[src/rtl/iic_key_ctrl.sv]
// iic_key_ctrl: front-end command stage for the IIC byte read/write controller.
// Debounces three raw push-buttons (write, read, data-increment), holds the
// byte to be written and issues fixed-width active-low key_wr / key_rd strobes,
// each followed by a lockout window during which new commands are dropped.
//
// Ports:
//   clk        system clock
//   rst_n      asynchronous active-low reset
//   btn_wr_n   raw write button, active-low, asynchronous
//   btn_rd_n   raw read button, active-low, asynchronous
//   btn_inc_n  raw increment button, active-low, asynchronous
//   key_wr     active-low write command (registered)
//   key_rd     active-low read command (registered)
//   data_in    byte presented for writes (registered)
//   busy       high while a strobe or lockout is in progress (registered)

// Per-button synchronizer, debouncer and press detector.
// press is a registered one-cycle pulse on a debounced 1->0 transition.
module iic_key_deb #(
    parameter int DEB_CNT = 1_000_000
) (
    input  logic clk,
    input  logic rst_n,
    input  logic btn_n,
    output logic press
);
    localparam int DW = (DEB_CNT > 1) ? $clog2(DEB_CNT) : 1;
    localparam logic [DW-1:0] DEB_LAST = DW'(DEB_CNT - 1);

    logic          sync1_q, sync1_d;
    logic          sync2_q, sync2_d;
    logic          lvl_q, lvl_d;
    logic          armed_q, armed_d;
    logic          press_q, press_d;
    logic [1:0]    fill_q, fill_d;
    logic [DW-1:0] cnt_q, cnt_d;

    always_comb begin
        sync1_d = btn_n;
        sync2_d = sync1_q;
        // fill_q[1] marks that sync2_q now reflects the pin, not its reset value.
        fill_d  = {fill_q[0], 1'b1};
        // Presses are only honoured once the button has been seen released
        // after reset, so a button held through reset release does nothing.
        armed_d = armed_q | (fill_q[1] & sync2_q);
        lvl_d   = lvl_q;
        cnt_d   = cnt_q;
        press_d = 1'b0;
        if (sync2_q != lvl_q) begin
            if (cnt_q == DEB_LAST) begin
                lvl_d   = sync2_q;
                cnt_d   = '0;
                press_d = ~sync2_q & armed_q;
            end else begin
                cnt_d = cnt_q + DW'(1);
            end
        end else begin
            cnt_d = '0;
        end
    end

    always_ff @(posedge clk or negedge rst_n) begin
        if (!rst_n) begin
            sync1_q <= 1'b1;
            sync2_q <= 1'b1;
            lvl_q   <= 1'b1;
            armed_q <= 1'b0;
            press_q <= 1'b0;
            fill_q  <= 2'b00;
            cnt_q   <= '0;
        end else begin
            sync1_q <= sync1_d;
            sync2_q <= sync2_d;
            lvl_q   <= lvl_d;
            armed_q <= armed_d;
            press_q <= press_d;
            fill_q  <= fill_d;
            cnt_q   <= cnt_d;
        end
    end

    assign press = press_q;
endmodule

module iic_key_ctrl #(
    parameter int DEB_CNT  = 1_000_000,
    parameter int STB_CNT  = 2_000,
    parameter int LOCK_CNT = 50_000
) (
    input  logic       clk,
    input  logic       rst_n,
    input  logic       btn_wr_n,
    input  logic       btn_rd_n,
    input  logic       btn_inc_n,
    output logic       key_wr,
    output logic       key_rd,
    output logic [7:0] data_in,
    output logic       busy
);
    localparam int SW = (STB_CNT > 1) ? $clog2(STB_CNT) : 1;
    localparam int LW = (LOCK_CNT > 1) ? $clog2(LOCK_CNT) : 1;
    localparam int CW = (SW > LW) ? SW : LW;
    localparam logic [CW-1:0] STB_LAST  = CW'(STB_CNT - 1);
    localparam logic [CW-1:0] LOCK_LAST = CW'(LOCK_CNT - 1);

    typedef enum logic [1:0] {IDLE, STROBE, LOCK} state_t;

    // Button index: 0 = write, 1 = read, 2 = increment.
    logic [2:0] btn_n_vec;
    logic [2:0] press;
    assign btn_n_vec = {btn_inc_n, btn_rd_n, btn_wr_n};

    for (genvar i = 0; i < 3; i++) begin : g_deb
        iic_key_deb #(.DEB_CNT(DEB_CNT)) u_deb (
            .clk   (clk),
            .rst_n (rst_n),
            .btn_n (btn_n_vec[i]),
            .press (press[i])
        );
    end

    state_t        state_q, state_d;
    logic [CW-1:0] cnt_q, cnt_d;
    logic          key_wr_q, key_wr_d;
    logic          key_rd_q, key_rd_d;
    logic          busy_q, busy_d;
    logic [7:0]    data_q, data_d;

    always_comb begin
        state_d  = state_q;
        cnt_d    = cnt_q;
        key_wr_d = key_wr_q;
        key_rd_d = key_rd_q;
        data_d   = data_q;
        case (state_q)
            IDLE: begin
                cnt_d = '0;
                // Increment and write may coincide; the strobe then carries
                // the incremented byte since data_d lands on the same edge.
                if (press[2]) data_d = data_q + 8'd1;
                if (press[0]) begin
                    state_d  = STROBE;
                    key_wr_d = 1'b0;
                end else if (press[1]) begin
                    state_d  = STROBE;
                    key_rd_d = 1'b0;
                end
            end
            STROBE: begin
                if (cnt_q == STB_LAST) begin
                    state_d  = LOCK;
                    cnt_d    = '0;
                    key_wr_d = 1'b1;
                    key_rd_d = 1'b1;
                end else begin
                    cnt_d = cnt_q + CW'(1);
                end
            end
            LOCK: begin
                if (cnt_q == LOCK_LAST) begin
                    state_d = IDLE;
                    cnt_d   = '0;
                end else begin
                    cnt_d = cnt_q + CW'(1);
                end
            end
            default: state_d = IDLE;
        endcase
        busy_d = (state_d != IDLE);
    end

    always_ff @(posedge clk or negedge rst_n) begin
        if (!rst_n) begin
            state_q  <= IDLE;
            cnt_q    <= '0;
            key_wr_q <= 1'b1;
            key_rd_q <= 1'b1;
            busy_q   <= 1'b0;
            data_q   <= 8'h00;
        end else begin
            state_q  <= state_d;
            cnt_q    <= cnt_d;
            key_wr_q <= key_wr_d;
            key_rd_q <= key_rd_d;
            busy_q   <= busy_d;
            data_q   <= data_d;
        end
    end

    assign key_wr  = key_wr_q;
    assign key_rd  = key_rd_q;
    assign data_in = data_q;
    assign busy    = busy_q;
endmodule
[config.mk]
export PLATFORM = sky130hd
export DESIGN_NAME = iic_key_ctrl
export DESIGN_NICKNAME = d
export VERILOG_FILES = /design/src/rtl/iic_key_ctrl.sv
export SDC_FILE = /design/constraint.sdc
export NUM_CORES = 1
export LEC_CHECK = 0
export BUFFER_PORTS_ARGS = -buffer_cell sky130_fd_sc_hd__buf_2
export CAP_MARGIN = 25
export CORE_MARGIN = 2
export CORE_UTILIZATION = 30
export CTS_CLUSTER_DIAMETER = 50
export DETAILED_ROUTE_END_ITERATION = 8
export PLACE_DENSITY = 0.42
export SYNTH_ARGS = -nofsm -noshare
export SYNTH_HDL_FRONTEND = slang
export SYNTH_SLANG_ARGS = --single-unit
[constraint.sdc]
create_clock -name clk -period 3.26 [get_ports clk]
set_input_delay 0.326 -clock clk [delete_from_list [all_inputs] [get_ports clk]]
set_output_delay 0.326 -clock clk [all_outputs]
set_load 0.01 [all_outputs]
==> impl_results.md, run 1 <==
* Outcome: completed
* Post-Syn Area at just under 5000 um^2
* Final net count at approximately 510
* I/O pins at 16
* Top-area cell type share of the netlist area at ~48%
* Area Overhead vs Synth at 13.2%
* Sw frac at 21.7%
* Register bit total from synthesis at approximately 110
* Fmax achieved at approximately 470 MHz
* Port-buffer cells at 15
* Post-Route WL at roughly 9200 um
* Combinational Power Share at 2.3%
* Max-Slew Margin vs Limit at ~51%
* NetSw at roughly 570 uW
* Post-Syn Instances at about 480
* Synth cell count leaders: 95 x dfrtp_1, 91 x nor2_1, 44 x xnor2_1
* DIE HEIGHT at roughly 130 um
* H-tree level count at 3
* Kind of end point of the critical path: register
* First-pass GRT wire length at roughly 16000 um
* Post-Syn Area per Cell at between 10 and 15 um^2
* Pre-antenna DRT Iters at 4
* CTS Buf Count at 9
* Initial antenna violation count at 0
* WHS at around 13 ps
* Synthesis warning total at 0
* # rows at 47
* Cell with the most instances after synthesis: dfrtp_1
* Hold buffer count at cts at 0
* Static leakage at roughly 0.0024 uW
* Compound-gate portion of the synthesized area at 2.80%
* Top FF cell, synth: dfrtp_1
* Deepest clock path buffer count at 2
* Gr usage total at roughly 11%
* Simple-Gate Fraction of Synth Area at about a quarter
* Average via count per standard cell at 4.45
* Sequential Power Share at between 50 and 60%
* Main combinational cell family by area after synthesis: simple AND/OR/NAND/NOR gates
* Placed Instance Area at 5290 um^2
* Vias at 3203
* Clk Latency, worst-skew pair at approximately 350 ps
* Final cell count without fillers at 719
* Sequential area share after synthesis at between 50% and 60%
* Clock Skews at slightly below 7 ps
* Max Cap Viol at 0
* Initial core utilization at a little under a third
* GPL Wtd Cong at slightly below 0.8
* Post-synth ARST share at 100%
* ANT cells at 0
* Core area at about 16000 um^2
* Placed insts at 703
* Clk sinks at about 110
* RSZ-0062 raised after global routing: no
* Post-CTS Setup Bufs at 0
* Post-Synth XOR/XNOR Area at a little over an eighth
* Post-Synth Adder-Cell Area at 2.52%
* TritonCTS clock tree: yes
* Setup violators final at 0
* Data required time of the worst path at around 3500 ps
* Wirelength per Cell at ~13 um
* Layout Cell Area excl Fill at 5620 um^2
* Hold Crit Class: in -> async
* Max-slew violation count at 0
* Setup crit start kind: register
* Area leader, netlist: dfrtp_1
* Worst-Margin Slew at 742 ps
* Final Critical Period at between 2000 and 2500 ps
* Clock Power Share at between 40% and 50%
* CTS root buf: clkbuf_16
* Max IR drop VDD at ~0.00027 V
* Setup TNS at 0 ps
* Die X at approximately 130 um
* Synthesized Nets at 490
* Cts repair resizes at 0
* Tcrit/Tclk final at about 65%
* Area of the die at 17600 um^2
* HPWL Detailed at approximately 6100 um
* Synth cell types at 47
* Critical path class: reg -> reg
* Power Total at 2610 uW
* Clock transition at path regs at roughly 70 ps
* Area contributors post-synth: dfrtp_1 48%, xnor2_1 7.8%, nor2_1 6.9%
* Internal power at 2050 uW
* Hold Fails Final Rpt at 0
* Post-synth EDFFs at 0
* CP Launch Point: cnt_q[0]
* Max FO, Critical Path at 11
* Worst R2R Setup Slack at approximately 1200 ps
* P per Cell Area at 465 nW/um^2
* DRC at 0
* Number of routed nets with antenna violations at 0
* Layout cells sized above 1 at between 10% and 20%
* Worst endpoint data arrival time at ~2300 ps
* FF-to-FF Start: cnt_q[0]
* Largest net degree at the start of global routing at 56
* 1st-iter DRT viols at around 180
* Gr ovfl total at 0
* Multiplexer area fraction after synthesis at less than 1%
* Vias in the first global route at 3215
## routing by layer
metal	global-route usage (%)	wire length [um]	part of all wire, %
met1	15.9	4630	51
met2	17.1	4140	45
met3	2.99	216	2.4
met4	4.48	164	1.8
met5	0	0	0
## power by group through the flow
stage                     clock (uW)  combinational (uW)  sequential [uW]
after global placement             0                63.5             1370
after floorplan                    0                26.3             1370
after global routing            1310                70.8             1350
after CTS                       1260                64.2             1340
after detailed placement           0                63.9             1370
final                           1210                59.0             1340
## cells in the final DEF, fill, tap and decap left out, types with 7 or more instances in the layout
cell | synthesis | routed
a21oi_1 | 10 | 10
and3_1 | 10 | 10
and4_1 | 7 | 7
buf_2 | 5 | 14
clkbuf_16 | 0 | 9
dfrtp_1 | 95 | 95
dfstp_2 | 11 | 11
ha_1 | 10 | 10
inv_1 | 17 | 17
nand2_1 | 32 | 32
nand3_1 | 27 | 27
nand4_1 | 14 | 14
nor2_1 | 91 | 91
nor3_1 | 12 | 12
xnor2_1 | 44 | 44
xor2_1 | 30 | 30
## state kept, by name, summed over array words and instances, names as in the netlist, 3 cells and up
signal               count
g_deb.u_deb.armed_q      3
g_deb.u_deb.cnt_q       60
data_in                  8
g_deb.u_deb.sync1_q      3
g_deb.u_deb.sync2_q      3
g_deb.u_deb.lvl_q        3
g_deb.u_deb.press        3
cnt_q                   16
## worst max-delay path, cell delays in order (launching register included)
cell and delay (ps):
dfrtp_1 380, ha_1 260, nand4b_4 170, nor4_4 440
o22ai_2 210, nor2_2 420, nor2_1 100
## cells by family (layout without fill, tap and decap cells)
family | after synthesis | after routing
AND/OR/NAND/NOR | 232 | 232
adder cells (fa/ha/maj) | 10 | 10
AO/OA/AOI/OAI | 23 | 23
XOR/XNOR | 74 | 74
buffers and inverters | 25 | 49
multiplexers | 4 | 4
flip-flops | 106 | 106
other | 1 | 1
## path summary, 6_finish.rpt
check                                      endpoint  cells after the start
setup / recovery                          cnt_q[11]                      6
hold / removal                            cnt_q[10]                      1
setup reg to reg                          cnt_q[11]                      6
hold reg to reg            g_deb[0].u_deb.fill_q[1]                      0
max in group asynchronous                    key_rd                      2
min in group clk             g_deb[2].u_deb.sync1_q                      1
## per-stage QoR
step,worst slack [ps],utilization (%)
floorplan,1500,-
global placement,1200,32.3
detailed placement,1120,32.3
CTS,1120,34.2
global route,915,34.2
finish,1150,34.2
## area by class of cell
class,instances,area (um^2)
flip-flops and latches,106,2670
well taps,220,275
inverters,17,63.8
clock inverters,5,85.1
multi-input cells,344,2190
repair buffers,16,97.6
fillers,1655,10800
clock buffers,11,243
(Power assumes the default switching activity.)
==> inputs of run 2 (changes only) <==
==> constraint.sdc (replaced) <==
create_clock -name clk -period 2.01 [get_ports clk]
set_input_delay 0.201 -clock clk [delete_from_list [all_inputs] [get_ports clk]]
set_output_delay 0.201 -clock clk [all_outputs]
set_load 0.01 [all_outputs]
==> impl_results.md, run 2 (synthesis results as in run 1) <==
* Setup WS post-layout at 136 ps (-1010 ps)
* Wirelength per Cell at 12.5 um (-1.8%)
* Clock Skews at 8.49 ps (+1.68 ps)
* Number of routed nets with antenna violations at 0 (unchanged)
* WHS at 278 ps (+266 ps)
* Initial antenna violation count at 0 (unchanged)
* Kind of cell adding the most delay to the critical path: simple AND/OR/NAND/NOR gates
* Setup violators final at 0 (unchanged)
* DIE HEIGHT at 133 um (unchanged)
* P per Cell Area at 703 nW/um^2 (+51%)
* Clk sinks at 106 (unchanged)
* Outcome: completed
* Most frequent cells in the layout: 95 x dfrtp_1, 91 x nor2_1, 44 x xnor2_1
* Layout cells sized above 1 at 14.6% (+3.0 points)
* Port-buffer cells at 15 (unchanged)
* Die X at 133 um (unchanged)
* Gr usage total at 11.6% (+0.12 points)
* Most common cell after layout, fill and taps aside: dfrtp_1
* Initial core utilization at 30.3% (unchanged)
* H-tree level count at 3 (unchanged)
* Pre-antenna DRT Iters at 4 (unchanged)
* Fmax achieved at 534 MHz (+13%)
* Deepest clock path buffer count at 2 (unchanged)
* CTS root buf: clkbuf_16
* Max IR drop VDD at 0.000420 V (+58%)
* Data required time of the worst path at 2280 ps (-1200 ps)
* Area Overhead vs Synth at 17.3%
* Clk Latency, worst-skew pair at 350 ps (about the same)
* First-pass GRT wire length at 16600 um (+3.6%)
* Max FO, Critical Path at 3 (-8)
* Post-Route WL at 9250 um (+1.0%)
* 1st-iter DRT viols at 225 (+29%)
* Area of the die at 17600 um^2 (unchanged)
* Slowest cell on crit path: or3_4
* Tcrit/Tclk final at 93.2% (+28 points)
* CTS Buf Count at 9 (unchanged)
* Max incr delay on CP at 420 ps (-20 ps)
* Hold Fails Final Rpt at 0 (unchanged)
* Setup crit start kind: register
* Place WS at 160 ps (-962 ps)
* Gr ovfl total at 0 (unchanged)
* Max-slew violation count at 0 (unchanged)
* I/O pins at 16 (unchanged)
* Final Critical Period at 1870 ps (-236 ps)
* Critical path class: reg -> reg
* Layout Cell Area excl Fill at 5830 um^2 (+3.7%)
* HPWL Detailed at 6300 um (+3.3%)
* RSZ-0062 raised after global routing: yes
* Hold Crit Class: in -> async
* GPL Wtd Cong at 0.752 (-3.4%)
* ANT cells at 0 (unchanged)
* Vias at 3313 (+3.4%)
* Max Cap Viol at 0 (unchanged)
* DRC at 0 (unchanged)
* Final net count at 530 (+4.1%)
* Clock transition at path regs at 70 ps (about the same)
* Vias in the first global route at 3445 (+7.2%)
* # rows at 47 (unchanged)
* Buf+Inv Stages, Crit Path at 1 (+1)
* Largest register FFs at 60 (unchanged)
* Worst endpoint data arrival time at 2150 ps (-180 ps)
* TritonCTS clock tree: yes
* Core area at 16400 um^2 (unchanged)
* Top reg by flops: g_deb.u_deb.cnt_q
* Kind of end point of the critical path: register
* Largest net degree at the start of global routing at 49 (-13%)
* Placed Instance Area at 5450 um^2 (+3.0%)
* Crit-path cells: or3_4 > nor4_4 > buf_4 > a21oi_2 > or2_1 > o21bai_1
* Static leakage at 0.00249 uW (+4.8%)
* Average via count per standard cell at 4.48 (+0.50%)
==> run 2: area by class of cell <==
type | count | area (um^2)
Clock inverter | 4 | 52.6
Sequential cell | 106 | 2670
Multi-Input combinational cell | 344 | 2190
Fill cell | 1634 | 10600
Inverter | 17 | 63.8
Timing Repair Buffer | 37 | 328
Clock buffer | 12 | 246
Tap cell | 220 | 275
==> run 2: timing repair <==
item / CTS / global route
hold buffers: 4 / 0
setup buffers: 0 / 4
gates resized for setup: 0 / 2
endpoints found under the setup margin: 0 / 12
endpoints found under the hold margin: 21 / 0
==> run 2: per-layer routing <==
metal | global-route usage, % | wire length [um]
met5 | 0 | 0
met1 | 16.1 | 4700
met4 | 5.02 | 182
met2 | 17.7 | 4170
met3 | 1.95 | 194
==> run 2: power by group <==
part	internal [uW]	leakage (uW)	switching, uW	total, uW
Clock	1000	0.000147	788	1790
Sequential	2160	0.00141	19.6	2180
Combinational	48.5	0.000924	78.2	127
==> run 2: through the flow <==
stage / util (%) / power, uW / TNS (ps) / std cells
finish: 35.5 / 4100 / 0 / 740
floorplan: - / 2260 / 0 / 475
global route: 35.5 / 4300 / -28.9 / 740
detailed placement: 33.2 / 2350 / 0 / 716
global placement: 33.2 / 2350 / 0 / 716
CTS: 35.3 / 4190 / 0 / 736
==> run 2: worst paths after layout <==
| check | slack (ps) | startpoint | cells after the start | endpoint |
|---|---|---|---|---|
| worst max-delay path | 140 | cnt_q[11] | 6 | busy |
| worst min-delay path | 280 | rst_n | 2 | cnt_q[7] |
| worst max register to register | 140 | cnt_q[11] | 6 | busy |
| worst min register to register | 360 | g_deb[2].u_deb.fill_q[0] | 0 | g_deb[0].u_deb.fill_q[1] |
| max in group asynchronous | 1140 | rst_n | 3 | key_rd |
| min in group clk | 360 | g_deb[2].u_deb.fill_q[0] | 0 | g_deb[0].u_deb.fill_q[1] |
==> inputs of run 3 (changes only) <==
==> constraint.sdc (replaced) <==
create_clock -name clk -period 2.01 [get_ports clk]
set_input_delay 0.402 -clock clk [delete_from_list [all_inputs] [get_ports clk]]
set_output_delay 0.402 -clock clk [all_outputs]
set_load 0.01 [all_outputs]
==> impl_results.md, run 3 (synthesis results as in run 1) <==
* I/O pins at 16 (unchanged)
* ANT cells at 0 (unchanged)
* Max IR drop VDD at 0.000399 V (-4.9%)
* Average via count per standard cell at 4.46 (-0.28%)
* Largest register FFs at 60 (unchanged)
* 1st-iter DRT viols at 174 (-23%)
* Number of routed nets with antenna violations at 0 (unchanged)
* Clock Skews at 7.18 ps (-1.31 ps)
* Area Overhead vs Synth at 15.7%
* Hold Fails Final Rpt at 0 (unchanged)
* Most frequent cells in the layout: 95 x dfrtp_1, 91 x nor2_1, 44 x xnor2_1
* Crit-path cells: or3_4 > nor4_4 > buf_4 > a21oi_1 > or2_1 > o21bai_1
* Final core occ at 35.0% (-0.49 points)
* First-pass GRT wire length at 16000 um (-3.5%)
* Max FO, Critical Path at 3 (unchanged)
* Layout Cell Area excl Fill at 5750 um^2 (-1.4%)
* Die X at 133 um (unchanged)
* GPL Wtd Cong at 0.749 (-0.39%)
* Initial antenna violation count at 0 (unchanged)
* Pre-antenna DRT Iters at 4 (unchanged)
* Final net count at 526 (-0.75%)
* Power Total at 3880 uW (-5.4%)
* Core area at 16400 um^2 (unchanged)
* Kind of end point of the critical path: register
* # rows at 47 (unchanged)
* Worst endpoint data arrival time at 2190 ps (+40 ps)
* HPWL Detailed at 6260 um (-0.59%)
* Most common cell after layout, fill and taps aside: dfrtp_1
* Outcome: completed
* Tcrit/Tclk final at 95.3% (+2.1 points)
* DIE HEIGHT at 133 um (unchanged)
* Deepest clock path buffer count at 2 (unchanged)
* Initial core utilization at 30.3% (unchanged)
* Post-Route WL at 9030 um (-2.3%)
* Top reg by flops: g_deb.u_deb.cnt_q
* Gr ovfl total at 0 (unchanged)
* TritonCTS clock tree: yes
* Vias in the first global route at 3327 (-3.4%)
* Largest net degree at the start of global routing at 44 (-10%)
* Clock transition at path regs at 70 ps (about the same)
* Area of the die at 17600 um^2 (unchanged)
* Setup WS post-layout at 94.5 ps (-41.8 ps)
* Port-buffer cells at 15 (unchanged)
* P per Cell Area at 675 nW/um^2 (-4.1%)
* Gr usage total at 11.2% (-0.34 points)
* Setup crit start kind: register
* # fillers at 1652 (+1.1%)
* Max incr delay on CP at 440 ps (+20 ps)
* DRC at 0 (unchanged)
* Critical path class: reg -> reg
* Data required time of the worst path at 2280 ps (about the same)
* Max Cap Viol at 0 (unchanged)
* Placed Instance Area at 5460 um^2 (+0.14%)
* Final Critical Period at 1920 ps (+41.8 ps)
* Vias at 3286 (-0.81%)
* Place WS at 148 ps (-12.4 ps)
* Hold Crit Class: in -> reg
* Clk Latency, worst-skew pair at 340 ps (about the same)
* CTS Buf Count at 9 (unchanged)
* Wirelength per Cell at 12.3 um (-1.8%)
* Clk sinks at 106 (unchanged)
* Slowest cell on crit path: or3_4
* Fmax achieved at 522 MHz (-2.2%)
* Layout cells sized above 1 at 13.6% (-1.0 points)
* Setup violators final at 0 (unchanged)
* Max-slew violation count at 0 (unchanged)
* CTS root buf: clkbuf_16
* H-tree level count at 3 (unchanged)
* Static leakage at 0.00244 uW (-1.8%)
[run 3: final cells by class]
| class | instances | area (um^2) | area share (%) |
|---|---|---|---|
| repair buffers | 33 | 290 | 5.05 |
| inverters | 17 | 63.8 | 1.11 |
| flip-flops and latches | 106 | 2670 | 46.4 |
| multi-input cells | 344 | 2200 | 38.3 |
| clock buffers | 15 | 248 | 4.31 |
| well taps | 220 | 275 | 4.79 |
| clock inverters | 1 | 5.00 | 0.0871 |
[run 3: through the flow]
step,TNS (ps),cells,hold WS (ps)
detailed placement,0,717,345
global placement,0,717,333
finish,0,736,153
floorplan,0,475,106
CTS,0,734,130
global route,-1.71,736,129
[run 3: worst max-delay path, delay by kind of cell, from the launching register on]
family	cells	cell delay (ps)
buffers and inverters	1	180
AOI/OAI and AO/OA	2	180
DFF	1	410
and+or+nand+nor	3	1080
[run 3: routing by layer]
| layer | up-vias | part of all wire, % | GRT usage [%] | routed length [um] |
|---|---|---|---|---|
| met4 | 0 | 2.2 | 5.62 | 197 |
| li1 | 1659 | - | - | - |
| met3 | 12 | 1.6 | 2.22 | 143 |
| met5 | - | 0 | 0 | 0 |
| met1 | 1598 | 51 | 15.4 | 4570 |
| met2 | 17 | 46 | 17.0 | 4120 |
[run 3: final timing paths]
check	startpoint	endpoint	slack [ps]	cells after the start
setup / recovery	cnt_q[12]	busy	90	6
hold / removal	btn_wr_n	g_deb[0].u_deb.sync1_q	150	1
setup reg to reg	cnt_q[12]	busy	90	6
hold reg to reg	g_deb[2].u_deb.fill_q[0]	g_deb[0].u_deb.fill_q[1]	360	0
max in group asynchronous	rst_n	data_in[5]	900	3
min in group asynchronous	rst_n	cnt_q[7]	530	2
[run 3: power breakdown]
group          leakage (uW)  switching, uW  internal [uW]  total [uW]
Combinational      0.000904           76.2           45.7         122
Sequential          0.00141           19.6           2160        2180
Clock              0.000122            731            843        1570
[run 3: repair_timing]
action                                  CTS  global route
gates resized for setup                   0             2
setup buffers                             0             2
hold buffers                              1             0
endpoints found under the setup margin    0            12
hold endpoints to repair                 17             0
